[src/rtl/filter_sample_serializer.sv]
`timescale 1ns/1ps
// filter_sample_serializer
//   Buffers filtered 8-bit samples in a small FIFO and sends each one as an
//   asynchronous serial frame: start (0), 8 data bits LSB first, optional even
//   parity, stop (1). Consecutive frames are sent with no idle gap.
//
// Ports
//   clk         clock
//   reset       asynchronous reset, active-high
//   s_data      sample to transmit
//   s_valid     s_data is valid
//   s_ready     FIFO can accept a sample (not full)
//   tx          registered serial line, idles high
//   busy        FIFO non-empty or frame in progress
//   fifo_level  number of buffered samples (the sample being shifted is not counted)
//
// Handshake: a sample is transferred on a rising edge where s_valid && s_ready.
// While s_ready is low the source holds s_data/s_valid stable; s_ready depends
// only on the registered count, never on s_valid.
module filter_sample_serializer #(
    parameter int CLKS_PER_BIT = 4,
    parameter int FIFO_DEPTH   = 4,
    parameter int PARITY_EN    = 1
) (
    input  logic                          clk,
    input  logic                          reset,
    input  logic [7:0]                    s_data,
    input  logic                          s_valid,
    output logic                          s_ready,
    output logic                          tx,
    output logic                          busy,
    output logic [$clog2(FIFO_DEPTH):0]   fifo_level
);

    localparam int PTR_W  = $clog2(FIFO_DEPTH);
    localparam int CNT_W  = PTR_W + 1;
    localparam int BAUD_W = (CLKS_PER_BIT > 1) ? $clog2(CLKS_PER_BIT) : 1;

    localparam logic [BAUD_W-1:0] BAUD_LAST = BAUD_W'(CLKS_PER_BIT - 1);
    localparam logic [CNT_W-1:0]  FULL_CNT  = CNT_W'(FIFO_DEPTH);

    typedef enum logic [2:0] {
        S_IDLE,
        S_START,
        S_DATA,
        S_PARITY,
        S_STOP
    } state_t;

    // ---------------- FIFO ----------------
    logic [7:0]       mem [FIFO_DEPTH];
    logic [PTR_W-1:0] wr_ptr;
    logic [PTR_W-1:0] rd_ptr;
    logic [CNT_W-1:0] count;
    logic             push;
    logic             pop;
    logic [7:0]       head;

    // count alone decides full/empty; pointers simply wrap
    assign s_ready = (count != FULL_CNT);
    assign push    = s_valid && s_ready;
    assign head    = mem[rd_ptr];

    always_ff @(posedge clk or posedge reset) begin
        if (reset) begin
            wr_ptr <= '0;
            rd_ptr <= '0;
            count  <= '0;
        end else begin
            if (push) wr_ptr <= wr_ptr + 1'b1;
            if (pop)  rd_ptr <= rd_ptr + 1'b1;
            case ({push, pop})
                2'b10:   count <= count + 1'b1;
                2'b01:   count <= count - 1'b1;
                default: count <= count;
            endcase
        end
    end

    always_ff @(posedge clk) begin
        if (push) mem[wr_ptr] <= s_data;
    end

    // ---------------- Frame FSM ----------------
    state_t            state,    state_n;
    logic [BAUD_W-1:0] baud,     baud_n;
    logic [2:0]        bit_cnt,  bit_n;
    logic [7:0]        shift,    shift_n;
    logic              par_bit,  par_n;
    logic              tx_n;
    logic              load;
    logic              bit_end;
    logic              fifo_ne;

    assign bit_end = (baud == BAUD_LAST);
    // registered count: a sample pushed this edge is seen by the FSM next cycle
    assign fifo_ne = (count != '0);

    always_comb begin
        state_n = state;
        baud_n  = baud;
        bit_n   = bit_cnt;
        shift_n = shift;
        par_n   = par_bit;
        tx_n    = tx;
        load    = 1'b0;
        pop     = 1'b0;

        case (state)
            S_IDLE: begin
                tx_n = 1'b1;
                if (fifo_ne) load = 1'b1;
            end
            S_START: begin
                if (bit_end) begin
                    state_n = S_DATA;
                    baud_n  = '0;
                    bit_n   = 3'd0;
                    tx_n    = shift[0];
                end else begin
                    baud_n = baud + 1'b1;
                end
            end
            S_DATA: begin
                if (bit_end) begin
                    baud_n  = '0;
                    shift_n = shift >> 1;
                    if (bit_cnt == 3'd7) begin
                        bit_n = 3'd0;
                        if (PARITY_EN != 0) begin
                            state_n = S_PARITY;
                            tx_n    = par_bit;
                        end else begin
                            state_n = S_STOP;
                            tx_n    = 1'b1;
                        end
                    end else begin
                        bit_n = bit_cnt + 3'd1;
                        tx_n  = shift[1];
                    end
                end else begin
                    baud_n = baud + 1'b1;
                end
            end
            S_PARITY: begin
                if (bit_end) begin
                    state_n = S_STOP;
                    baud_n  = '0;
                    tx_n    = 1'b1;
                end else begin
                    baud_n = baud + 1'b1;
                end
            end
            S_STOP: begin
                if (bit_end) begin
                    baud_n = '0;
                    tx_n   = 1'b1;
                    // chain straight into the next start bit when data is waiting
                    if (fifo_ne) load = 1'b1;
                    else         state_n = S_IDLE;
                end else begin
                    baud_n = baud + 1'b1;
                end
            end
            default: begin
                state_n = S_IDLE;
                baud_n  = '0;
                tx_n    = 1'b1;
            end
        endcase

        // pop: load the shifter and start bit from the same edge
        if (load) begin
            pop     = 1'b1;
            state_n = S_START;
            baud_n  = '0;
            bit_n   = 3'd0;
            shift_n = head;
            par_n   = ^head;
            tx_n    = 1'b0;
        end
    end

    always_ff @(posedge clk or posedge reset) begin
        if (reset) begin
            state   <= S_IDLE;
            baud    <= '0;
            bit_cnt <= 3'd0;
            shift   <= 8'h00;
            par_bit <= 1'b0;
            tx      <= 1'b1;
        end else begin
            state   <= state_n;
            baud    <= baud_n;
            bit_cnt <= bit_n;
            shift   <= shift_n;
            par_bit <= par_n;
            tx      <= tx_n;
        end
    end

    assign busy       = (state != S_IDLE) || fifo_ne;
    assign fifo_level = count;

endmodule
[config.mk]
export PLATFORM = sky130hd
export DESIGN_NAME = filter_sample_serializer
export DESIGN_NICKNAME = d
export VERILOG_FILES = /design/src/rtl/filter_sample_serializer.sv
export SDC_FILE = /design/constraint.sdc
export NUM_CORES = 1
export LEC_CHECK = 0
export CORE_AREA = 2 2 83 85
export CTS_BUF_LIST = sky130_fd_sc_hd__clkbuf_16
export CTS_CLUSTER_DIAMETER = 200
export DETAILED_ROUTE_END_ITERATION = 8
export DIE_AREA = 0 0 85 87
export GPL_ROUTABILITY_DRIVEN = 0
export PLACE_DENSITY = 0.67
export SYNTH_ARGS = -nofsm -noshare
export SYNTH_HDL_FRONTEND = slang
export SYNTH_SLANG_ARGS = --single-unit
[constraint.sdc]
create_clock -name clk -period 2.1 [get_ports clk]
set_input_delay 0.525 -clock clk [delete_from_list [all_inputs] [get_ports clk]]
set_output_delay 0.525 -clock clk [all_outputs]
set_load 0.02 [all_outputs]
==> flow_summary.html, run 1 <==
<table>
<tr><th>Metric</th><th>Value</th></tr>
<tr><th colspan="2">Setup path</th></tr>
<tr><td>Required @ worst endpoint</td><td>1.57 ns</td></tr>
<tr><td>CP endpoint kind</td><td>output pin</td></tr>
<tr><td>Element type at the critical path start</td><td>register</td></tr>
<tr><td>Category of the most critical setup path</td><td>register to output pin</td></tr>
<tr><td>Stage delay of the slowest cell on the critical path</td><td>0.39 ns</td></tr>
<tr><td>Cells traversed along the worst timing path</td><td>nor3_1 -&gt; and2_1 -&gt; inv_1 -&gt; dlygate4sd2_1</td></tr>
<tr><td>Crit-path max FO</td><td>3</td></tr>
<tr><td>Worst endpoint data arrival time</td><td>1.51 ns</td></tr>
<tr><td>Slowest cell on the critical path</td><td>dfrtp_1</td></tr>
<tr><th colspan="2">GRT</th></tr>
<tr><td>Antenna violations before repair</td><td>0</td></tr>
<tr><td>Maximum number of pins on one net before global-route repair</td><td>26</td></tr>
<tr><td>Number of global-route vias before repair</td><td>1571</td></tr>
<tr><td>Total grt overflow</td><td>0</td></tr>
<tr><td>Total global routing track utilization</td><td>12.93%</td></tr>
<tr><td>First-pass GRT wire length</td><td>7334 um</td></tr>
<tr><th colspan="2">Routing</th></tr>
<tr><td>Highest metal layer used by the detailed router</td><td>met4</td></tr>
<tr><td>Met2 wirelength from detailed routing</td><td>2086 um</td></tr>
<tr><td>Vias</td><td>1524</td></tr>
<tr><td>Met3 layer wire length in the routed design</td><td>153 um</td></tr>
<tr><td>Antenna-violating nets left</td><td>0</td></tr>
<tr><td>Number of search-and-repair iterations in the first detailed-routing pass</td><td>4</td></tr>
<tr><td>Remaining DRCs</td><td>0</td></tr>
<tr><td>WL/cell</td><td>13.60 um</td></tr>
<tr><td>Final wirelength</td><td>4163 um</td></tr>
<tr><td>Initial drt markers</td><td>86</td></tr>
<tr><td>Met1 wire length</td><td>1864 um</td></tr>
<tr><td>Average vias per placed instance</td><td>4.980</td></tr>
<tr><th colspan="2">Hold path</th></tr>
<tr><td>Kind of path behind the tightest hold check</td><td>register to register</td></tr>
<tr><th colspan="2">Clock tree</th></tr>
<tr><td>Clock sink count</td><td>57</td></tr>
<tr><td>Largest buffer count on any clock path</td><td>2</td></tr>
<tr><td>Cell at the root of the clock tree</td><td>clkbuf_16</td></tr>
<tr><td>TritonCTS clock tree</td><td>built</td></tr>
<tr><td>Number of buffers inserted during clock tree synthesis</td><td>9</td></tr>
<tr><td>Worst skew pair latency</td><td>0.32 ns</td></tr>
<tr><td>H-Tree Level Count</td><td>3</td></tr>
<tr><td>Clock transition at the registers of the reported paths</td><td>0.05 ns</td></tr>
<tr><th colspan="2">Timing</th></tr>
<tr><td>Relative slew slack</td><td>71.34%</td></tr>
<tr><td>Min Hold Slack</td><td>0.4716 ns</td></tr>
<tr><td>Unrepaired setup endpoints after global routing</td><td>no</td></tr>
<tr><td>Actual transition at the worst max-transition pin</td><td>0.4190 ns</td></tr>
<tr><td>Final number of setup-violating endpoints</td><td>0</td></tr>
<tr><td>Worst Skew</td><td>0.001464 ns</td></tr>
<tr><td>Maximum clock frequency</td><td>492.4 MHz</td></tr>
<tr><td>Final count of pins violating max slew</td><td>0</td></tr>
<tr><td>Min cycle time layout</td><td>2.031 ns</td></tr>
<tr><td>Count of endpoints failing hold in the final timing report</td><td>0</td></tr>
<tr><td>Final critical-path share of the clock period</td><td>96.70%</td></tr>
<tr><th colspan="2">Floorplan</th></tr>
<tr><td>Initial core utilization</td><td>38.91%</td></tr>
<tr><td>Std-Cell Rows</td><td>30</td></tr>
<tr><td>Area of the core</td><td>6569 um^2</td></tr>
<tr><td>Area of the die</td><td>7395 um^2</td></tr>
<tr><td>Top-level I/O count</td><td>17</td></tr>
<tr><td>Die span in x</td><td>85 um</td></tr>
<tr><td>Die height</td><td>87 um</td></tr>
<tr><th colspan="2">Placed design</th></tr>
<tr><td>Placed Cells</td><td>289</td></tr>
<tr><td>Hpwl dp</td><td>2839 um</td></tr>
<tr><td>Number of buffers added on ports</td><td>16</td></tr>
<tr><th colspan="2">Status</th></tr>
<tr><td>Status</td><td>completed</td></tr>
<tr><th colspan="2">Pwr</th></tr>
<tr><td>Static power due to leakage</td><td>1.274 nW</td></tr>
<tr><td>Max rail drop VDD</td><td>0.0008024 V</td></tr>
<tr><td>Total power of the final layout</td><td>0.005044 W</td></tr>
<tr><td>Power density normalized to cell area</td><td>1552 nW/um^2</td></tr>
<tr><th colspan="2">Cells and area</th></tr>
<tr><td>Count of non-filler cells in the finished layout</td><td>306</td></tr>
<tr><td>Share of layout cells above drive strength 1</td><td>24.34%</td></tr>
<tr><td>Most common cell after layout, fill and taps aside</td><td>edfxtp_1</td></tr>
<tr><td>Number of nets at the end of the flow</td><td>241</td></tr>
<tr><td>Most frequent cells in the layout</td><td>32 x edfxtp_1, 21 x dfrtp_1, 18 x buf_4</td></tr>
<tr><td>Area growth from synthesis to layout</td><td>27.12%</td></tr>
<tr><td>Core Util, Final</td><td>49.47%</td></tr>
<tr><td>Antenna diode count</td><td>0</td></tr>
<tr><th colspan="2">Flow run</th></tr>
<tr><td>Maximum Capacitance Violations</td><td>0</td></tr>
<tr><th colspan="2">Synth</th></tr>
<tr><td>#FFs+latches synth</td><td>57</td></tr>
<tr><td>Synth Net Count</td><td>203</td></tr>
<tr><td>Synth Instances</td><td>183</td></tr>
<tr><td>Sequential element share of the synthesized area</td><td>62.11%</td></tr>
<tr><td>Mean Syn Cell Area</td><td>13.97 um^2</td></tr>
<tr><td>Synth cell types</td><td>35</td></tr>
<tr><td>Synth Warn #</td><td>0</td></tr>
<tr><td>Mapped cell area</td><td>2556 um^2</td></tr>
</table>
-- cell type report --
| class | instances | area, um^2 |
|---|---|---|
| fill | 548 | 3319 |
| tap | 80 | 100.1 |
| sequential | 57 | 1592 |
| multi-input combinational | 105 | 890.9 |
| inverter | 13 | 48.80 |
| clock buffer | 9 | 225.2 |
| clock inverter | 7 | 80.08 |
| timing repair buffer | 35 | 312.8 |
-- cells by family (layout without fill, tap and decap cells) --
group                    count (synthesis)  in the layout  synth area share, %
AO/OA/AOI/OAI                           24             24                6.314
multiplexers                            18             18                11.01
buffers and inverters                   21             64                3.965
adder cells (fa/ha/maj)                  9              9                4.699
AND/OR/NAND/NOR                         40             40                7.098
XOR/XNOR                                14             14                4.797
flip-flops                              57             57                62.11
-- what timing repair did --
| action | in CTS | in global routing |
|---|---|---|
| pin swaps | 0 | 1 |
| buffers inserted | 0 | 1 |
| endpoints found under the hold margin | 0 | 0 |
| resized for setup | 3 | 5 |
| endpoints found under the setup margin | 2 | 2 |
| hold buffers | 0 | 0 |
-- final timing paths --
check	cells after the start	startpoint	end	slack, ns
worst max-delay path	4	state[1]$_DFFE_PP0P_	busy	0.07
worst min-delay path	2	baud[1]$_DFFE_PP0P_	baud[1]$_DFFE_PP0P_	0.47
worst max register to register	10	fifo_level[0]$_DFFE_PP0P_	fifo_level[2]$_DFFE_PP0P_	0.15
worst min register to register	2	baud[1]$_DFFE_PP0P_	baud[1]$_DFFE_PP0P_	0.47
max in group asynchronous	3	reset	tx$_DFFE_PP1P_	1.24
min in group asynchronous	3	reset	baud[1]$_DFFE_PP0P_	0.56
-- cell usage after synthesis --
cell type	n	area share (%)
o21ai_1	1	0.20
mux4_2	8	7.0
a22o_1	3	1.0
a222oi_1	1	0.39
and3_1	5	1.2
nand3_1	1	0.20
o32ai_1	2	0.69
buf_6	1	0.44
nor2b_1	1	0.24
dfstp_2	1	1.0
and2_1	2	0.49
fa_1	1	0.78
clkbuf_1	2	0.29
xor2_1	2	0.69
inv_1	13	1.9
mux2i_1	9	3.5
o31ai_1	1	0.29
a2111oi_0	1	0.34
o21ai_0	3	0.59
nand2b_1	1	0.24
buf_2	4	0.78
nor2_1	16	2.3
ha_1	8	3.9
nor3_1	4	0.78
mux2_2	1	0.44
or3_1	1	0.24
a21oi_1	9	1.8
clkbuf_8	1	0.54
a211oi_1	1	0.29
xnor2_1	12	4.1
dfrtp_1	24	23
edfxtp_1	32	38
o211ai_2	1	0.49
a31oi_1	1	0.24
nand2_1	9	1.3
-- worst max-delay path: cells and delay by family (launching register included) --
| family | cells | cell delay (ns) |
|---|---|---|
| flops | 1 | 0.39 |
| buf+inv | 2 | 0.35 |
| simple gates | 2 | 0.44 |
-- report_power, final --
part           leakage, nW  internal (W)  switching (W)
clock                0.142      0.000926       0.000514
combinational        0.540      0.000929       0.000910
sequential           0.592       0.00156       0.000207
total                 1.27       0.00341        0.00163
-- through the flow --
stage               TNS, ns  setup slack [ns]  instance area [um^2]
floorplan                 0          0.002183                  2565
global placement    -0.1350           -0.1350                  2920
detailed placement  -0.1791           -0.1715                  2920
CTS                       0           0.04377                  3228
global route              0         0.0007112                  3249
finish                    0           0.06926                  3249
-- routing by layer --
metal  vias up  GRT usage, %
met5         -             0
met4         0         6.061
met3         5         4.265
met2        32         21.09
met1       742         15.60
li1        745             -
-- sequential cells by signal, indices dropped and copies added (netlist names) --
register and flops:
tx 1, bit_cnt 3, baud 2, fifo_level 3, shift 8, par_bit 1
mem 32, state 3, wr_ptr 2, rd_ptr 2
(Power assumes the default switching activity.)
==> run 2, diff against run 1 <==
Settings changed: ABC_CLOCK_PERIOD_IN_PS from default to 2100.
==> results of run 2 <==
No change in the layout: final DEF, timing and power equal those of run 1.
==> run 3, diff against run 2 <==
Settings changed: ABC_CLOCK_PERIOD_IN_PS 2100 to 2150, CTS_CLUSTER_DIAMETER 200 to 40, PLACE_DENSITY 0.67 to 0.65.
Clock period 2.1 ns to 2.15 ns, I/O delays scaled along.
==> run 3 against run 2 <==
Net effect: combinational power fell by 5%; cell area is essentially flat; non-clock buffer count is 2 higher.
==> flow_summary.html, run 3 (synthesis results as in run 1) <==
<table>
<tr><th>Metric</th><th>Value</th></tr>
<tr><th colspan="2">Timing</th></tr>
<tr><td>Count of endpoints failing hold in the final timing report</td><td>0</td></tr>
<tr><td>Final-layout setup total negative slack</td><td>0 ns</td></tr>
<tr><td>Min cycle time layout</td><td>2.063 ns</td></tr>
<tr><td>Relative slew slack</td><td>69.58%</td></tr>
<tr><td>Worst Skew</td><td>0.007679 ns</td></tr>
<tr><td>Final critical-path share of the clock period</td><td>95.98%</td></tr>
<tr><td>Min Hold Slack</td><td>0.4754 ns</td></tr>
<tr><td>Actual transition at the worst max-transition pin</td><td>0.4559 ns</td></tr>
<tr><td>Final number of setup-violating endpoints</td><td>0</td></tr>
<tr><td>Maximum clock frequency</td><td>484.6 MHz</td></tr>
<tr><td>Final count of pins violating max slew</td><td>0</td></tr>
<tr><td>Unrepaired setup endpoints after global routing</td><td>no</td></tr>
<tr><th colspan="2">Pwr</th></tr>
<tr><td>Power density normalized to cell area</td><td>1511 nW/um^2</td></tr>
<tr><td>Combinational Power Share</td><td>35.6%</td></tr>
<tr><td>Switching power as a share of total power</td><td>30.90%</td></tr>
<tr><td>Reported net switching power</td><td>0.001518 W</td></tr>
<tr><td>Flop pwr share</td><td>34.7%</td></tr>
<tr><td>Internal power contribution</td><td>0.003395 W</td></tr>
<tr><td>Total power of the final layout</td><td>0.004913 W</td></tr>
<tr><td>Static power due to leakage</td><td>1.302 nW</td></tr>
<tr><td>Clock network fraction of design power</td><td>29.7%</td></tr>
<tr><td>Max rail drop VDD</td><td>0.001141 V</td></tr>
<tr><th colspan="2">Routing</th></tr>
<tr><td>Final wirelength</td><td>4082 um</td></tr>
<tr><td>Remaining DRCs</td><td>0</td></tr>
<tr><td>WL/cell</td><td>13.25 um</td></tr>
<tr><td>Antenna-violating nets left</td><td>0</td></tr>
<tr><td>Average vias per placed instance</td><td>4.828</td></tr>
<tr><td>Initial drt markers</td><td>52</td></tr>
<tr><td>Number of search-and-repair iterations in the first detailed-routing pass</td><td>4</td></tr>
<tr><td>Vias</td><td>1487</td></tr>
<tr><th colspan="2">Setup path</th></tr>
<tr><td>Element type at the critical path start</td><td>register</td></tr>
<tr><td>Cells traversed along the worst timing path</td><td>nor3_2 -&gt; and2_1 -&gt; inv_1 -&gt; dlygate4sd2_1</td></tr>
<tr><td>Crit-path max FO</td><td>6</td></tr>
<tr><td>CP endpoint kind</td><td>output pin</td></tr>
<tr><td>CP top delay family</td><td>flip-flops</td></tr>
<tr><td>Worst endpoint data arrival time</td><td>1.53 ns</td></tr>
<tr><td>Slowest cell on the critical path</td><td>dfrtp_1</td></tr>
<tr><td>Stage delay of the slowest cell on the critical path</td><td>0.43 ns</td></tr>
<tr><td>Required @ worst endpoint</td><td>1.61 ns</td></tr>
<tr><td>Category of the most critical setup path</td><td>register to output pin</td></tr>
<tr><td>Worst path buffer plus inverter count</td><td>2</td></tr>
<tr><th colspan="2">Cells and area</th></tr>
<tr><td>Flip-flop count of the largest register, all copies and words added</td><td>32</td></tr>
<tr><td>Area growth from synthesis to layout</td><td>27.21%</td></tr>
<tr><td>Most common cell after layout, fill and taps aside</td><td>edfxtp_1</td></tr>
<tr><td>Share of layout cells above drive strength 1</td><td>22.81%</td></tr>
<tr><td>Register name with the most flops</td><td>mem</td></tr>
<tr><td>Number of nets at the end of the flow</td><td>243</td></tr>
<tr><td>Antenna diode count</td><td>0</td></tr>
<tr><td>Most frequent cells in the layout</td><td>32 x edfxtp_1, 22 x dfrtp_1, 21 x buf_4</td></tr>
<tr><td>Largest registers</td><td>mem: 32 flops, shift: 8 flops</td></tr>
<tr><th colspan="2">Clock tree</th></tr>
<tr><td>Number of buffers inserted during clock tree synthesis</td><td>9</td></tr>
<tr><td>Cell at the root of the clock tree</td><td>clkbuf_16</td></tr>
<tr><td>Clock sink count</td><td>57</td></tr>
<tr><td>TritonCTS clock tree</td><td>built</td></tr>
<tr><td>H-Tree Level Count</td><td>3</td></tr>
<tr><td>Clock transition at the registers of the reported paths</td><td>0.05 ns</td></tr>
<tr><td>Worst skew pair latency</td><td>0.32 ns</td></tr>
<tr><td>Largest buffer count on any clock path</td><td>2</td></tr>
<tr><th colspan="2">Placed design</th></tr>
<tr><td>Hpwl dp</td><td>2868 um</td></tr>
<tr><td>Number of buffers added on ports</td><td>16</td></tr>
<tr><th colspan="2">Floorplan</th></tr>
<tr><td>Std-Cell Rows</td><td>30</td></tr>
<tr><td>Area of the core</td><td>6569 um^2</td></tr>
<tr><td>Die height</td><td>87 um</td></tr>
<tr><td>Area of the die</td><td>7395 um^2</td></tr>
<tr><td>Top-level I/O count</td><td>17</td></tr>
<tr><td>Initial core utilization</td><td>38.91%</td></tr>
<tr><td>Die span in x</td><td>85 um</td></tr>
<tr><th colspan="2">Status</th></tr>
<tr><td>Status</td><td>completed</td></tr>
<tr><th colspan="2">GRT</th></tr>
<tr><td>Number of global-route vias before repair</td><td>1513</td></tr>
<tr><td>Total grt overflow</td><td>0</td></tr>
<tr><td>Maximum number of pins on one net before global-route repair</td><td>18</td></tr>
<tr><td>Antenna violations before repair</td><td>0</td></tr>
<tr><td>Total global routing track utilization</td><td>12.94%</td></tr>
<tr><td>First-pass GRT wire length</td><td>7127 um</td></tr>
<tr><th colspan="2">Flow run</th></tr>
<tr><td>Maximum Capacitance Violations</td><td>0</td></tr>
<tr><th colspan="2">Hold path</th></tr>
<tr><td>Kind of path behind the tightest hold check</td><td>register to register</td></tr>
</table>
## run 3: changes by cell type in the layout (fill, tap and decap cells not counted), moves of 2 or more
cell	delta
buf_4	+3
clkinv_2	+3
clkinv_4	-3
inv_1	+5
inv_2	-4
nor3_2	+2
## run 3: power by group through the flow
stage               Combinational [W]  Sequential (W)  Clock, W
floorplan                     0.00125         0.00171         0
global placement              0.00171         0.00171         0
detailed placement            0.00174         0.00172         0
CTS                           0.00176         0.00170   0.00149
global route                  0.00196         0.00175   0.00155
finish                        0.00175         0.00171   0.00146
## run 3: final timing paths
| kind | startpoint | endpoint | slack (ns) | cells past startpoint |
|---|---|---|---|---|
| min | baud[1]$_DFFE_PP0P_ | baud[1]$_DFFE_PP0P_ | 0.48 | 2 |
| min in group asynchronous | reset | baud[1]$_DFFE_PP0P_ | 0.53 | 2 |
| max reg2reg | state[2]$_DFFE_PP0P_ | fifo_level[2]$_DFFE_PP0P_ | 0.16 | 10 |
| max | state[1]$_DFFE_PP0P_ | busy | 0.09 | 4 |
| max in group asynchronous | reset | par_bit$_DFFE_PP0P_ | 1.14 | 3 |
| min reg2reg | baud[1]$_DFFE_PP0P_ | baud[1]$_DFFE_PP0P_ | 0.48 | 2 |
## run 3: timing repair
item / 4_1_cts / 5_1_grt
endpoints found under the setup margin: 1 / 1
hold buffers: 0 / 0
resized for setup: 1 / 3
pin swaps: 0 / 1
buffers inserted: 0 / 1
## run 3: stage by stage
| step | setup WS (ns) | cell area, um^2 | instances | utilization [%] |
|---|---|---|---|---|
| 3_3_place_gp | -0.04277 | 2922 | 291 | 44.48 |
| 3_5_place_dp | -0.09965 | 2922 | 291 | 44.48 |
| 4_1_cts | 0.02531 | 3232 | 307 | 49.20 |
| 2_1_floorplan | 0.01098 | 2564 | 183 | - |
| 5_1_grt | 0.0006796 | 3252 | 308 | 49.50 |
| 6_report | 0.08652 | 3252 | 308 | 49.50 |
## run 3: worst reg2reg max path: cells and delay by family (launching register included)
family | cells | cell delay, ns
xor gates and xnor gates | 2 | 0.30
and+or+nand+nor | 1 | 0.11
DFF | 1 | 0.38
AOI/OAI and AO/OA | 1 | 0.09
adders and majority gates | 2 | 0.56
buffers and inverters | 4 | 0.48
## run 3: final cells by class
class	count	area, um^2
Tap cell	80	100.1
Clock buffer	9	225.2
Inverter	13	48.80
Timing Repair Buffer	37	319.1
Clock inverter	7	86.33
Fill cell	556	3317
Sequential cell	57	1590
Multi-Input combinational cell	105	882.1
## run 3: routing by layer
layer | track usage (%) | wire length (um) | vias to the layer above
met2 | 19.96 | 1941 | 17
met4 | 7.648 | 89 | 0
met1 | 15.87 | 1922 | 718
met5 | 0 | 0 | -
li1 | - | - | 745
met3 | 4.360 | 128 | 7
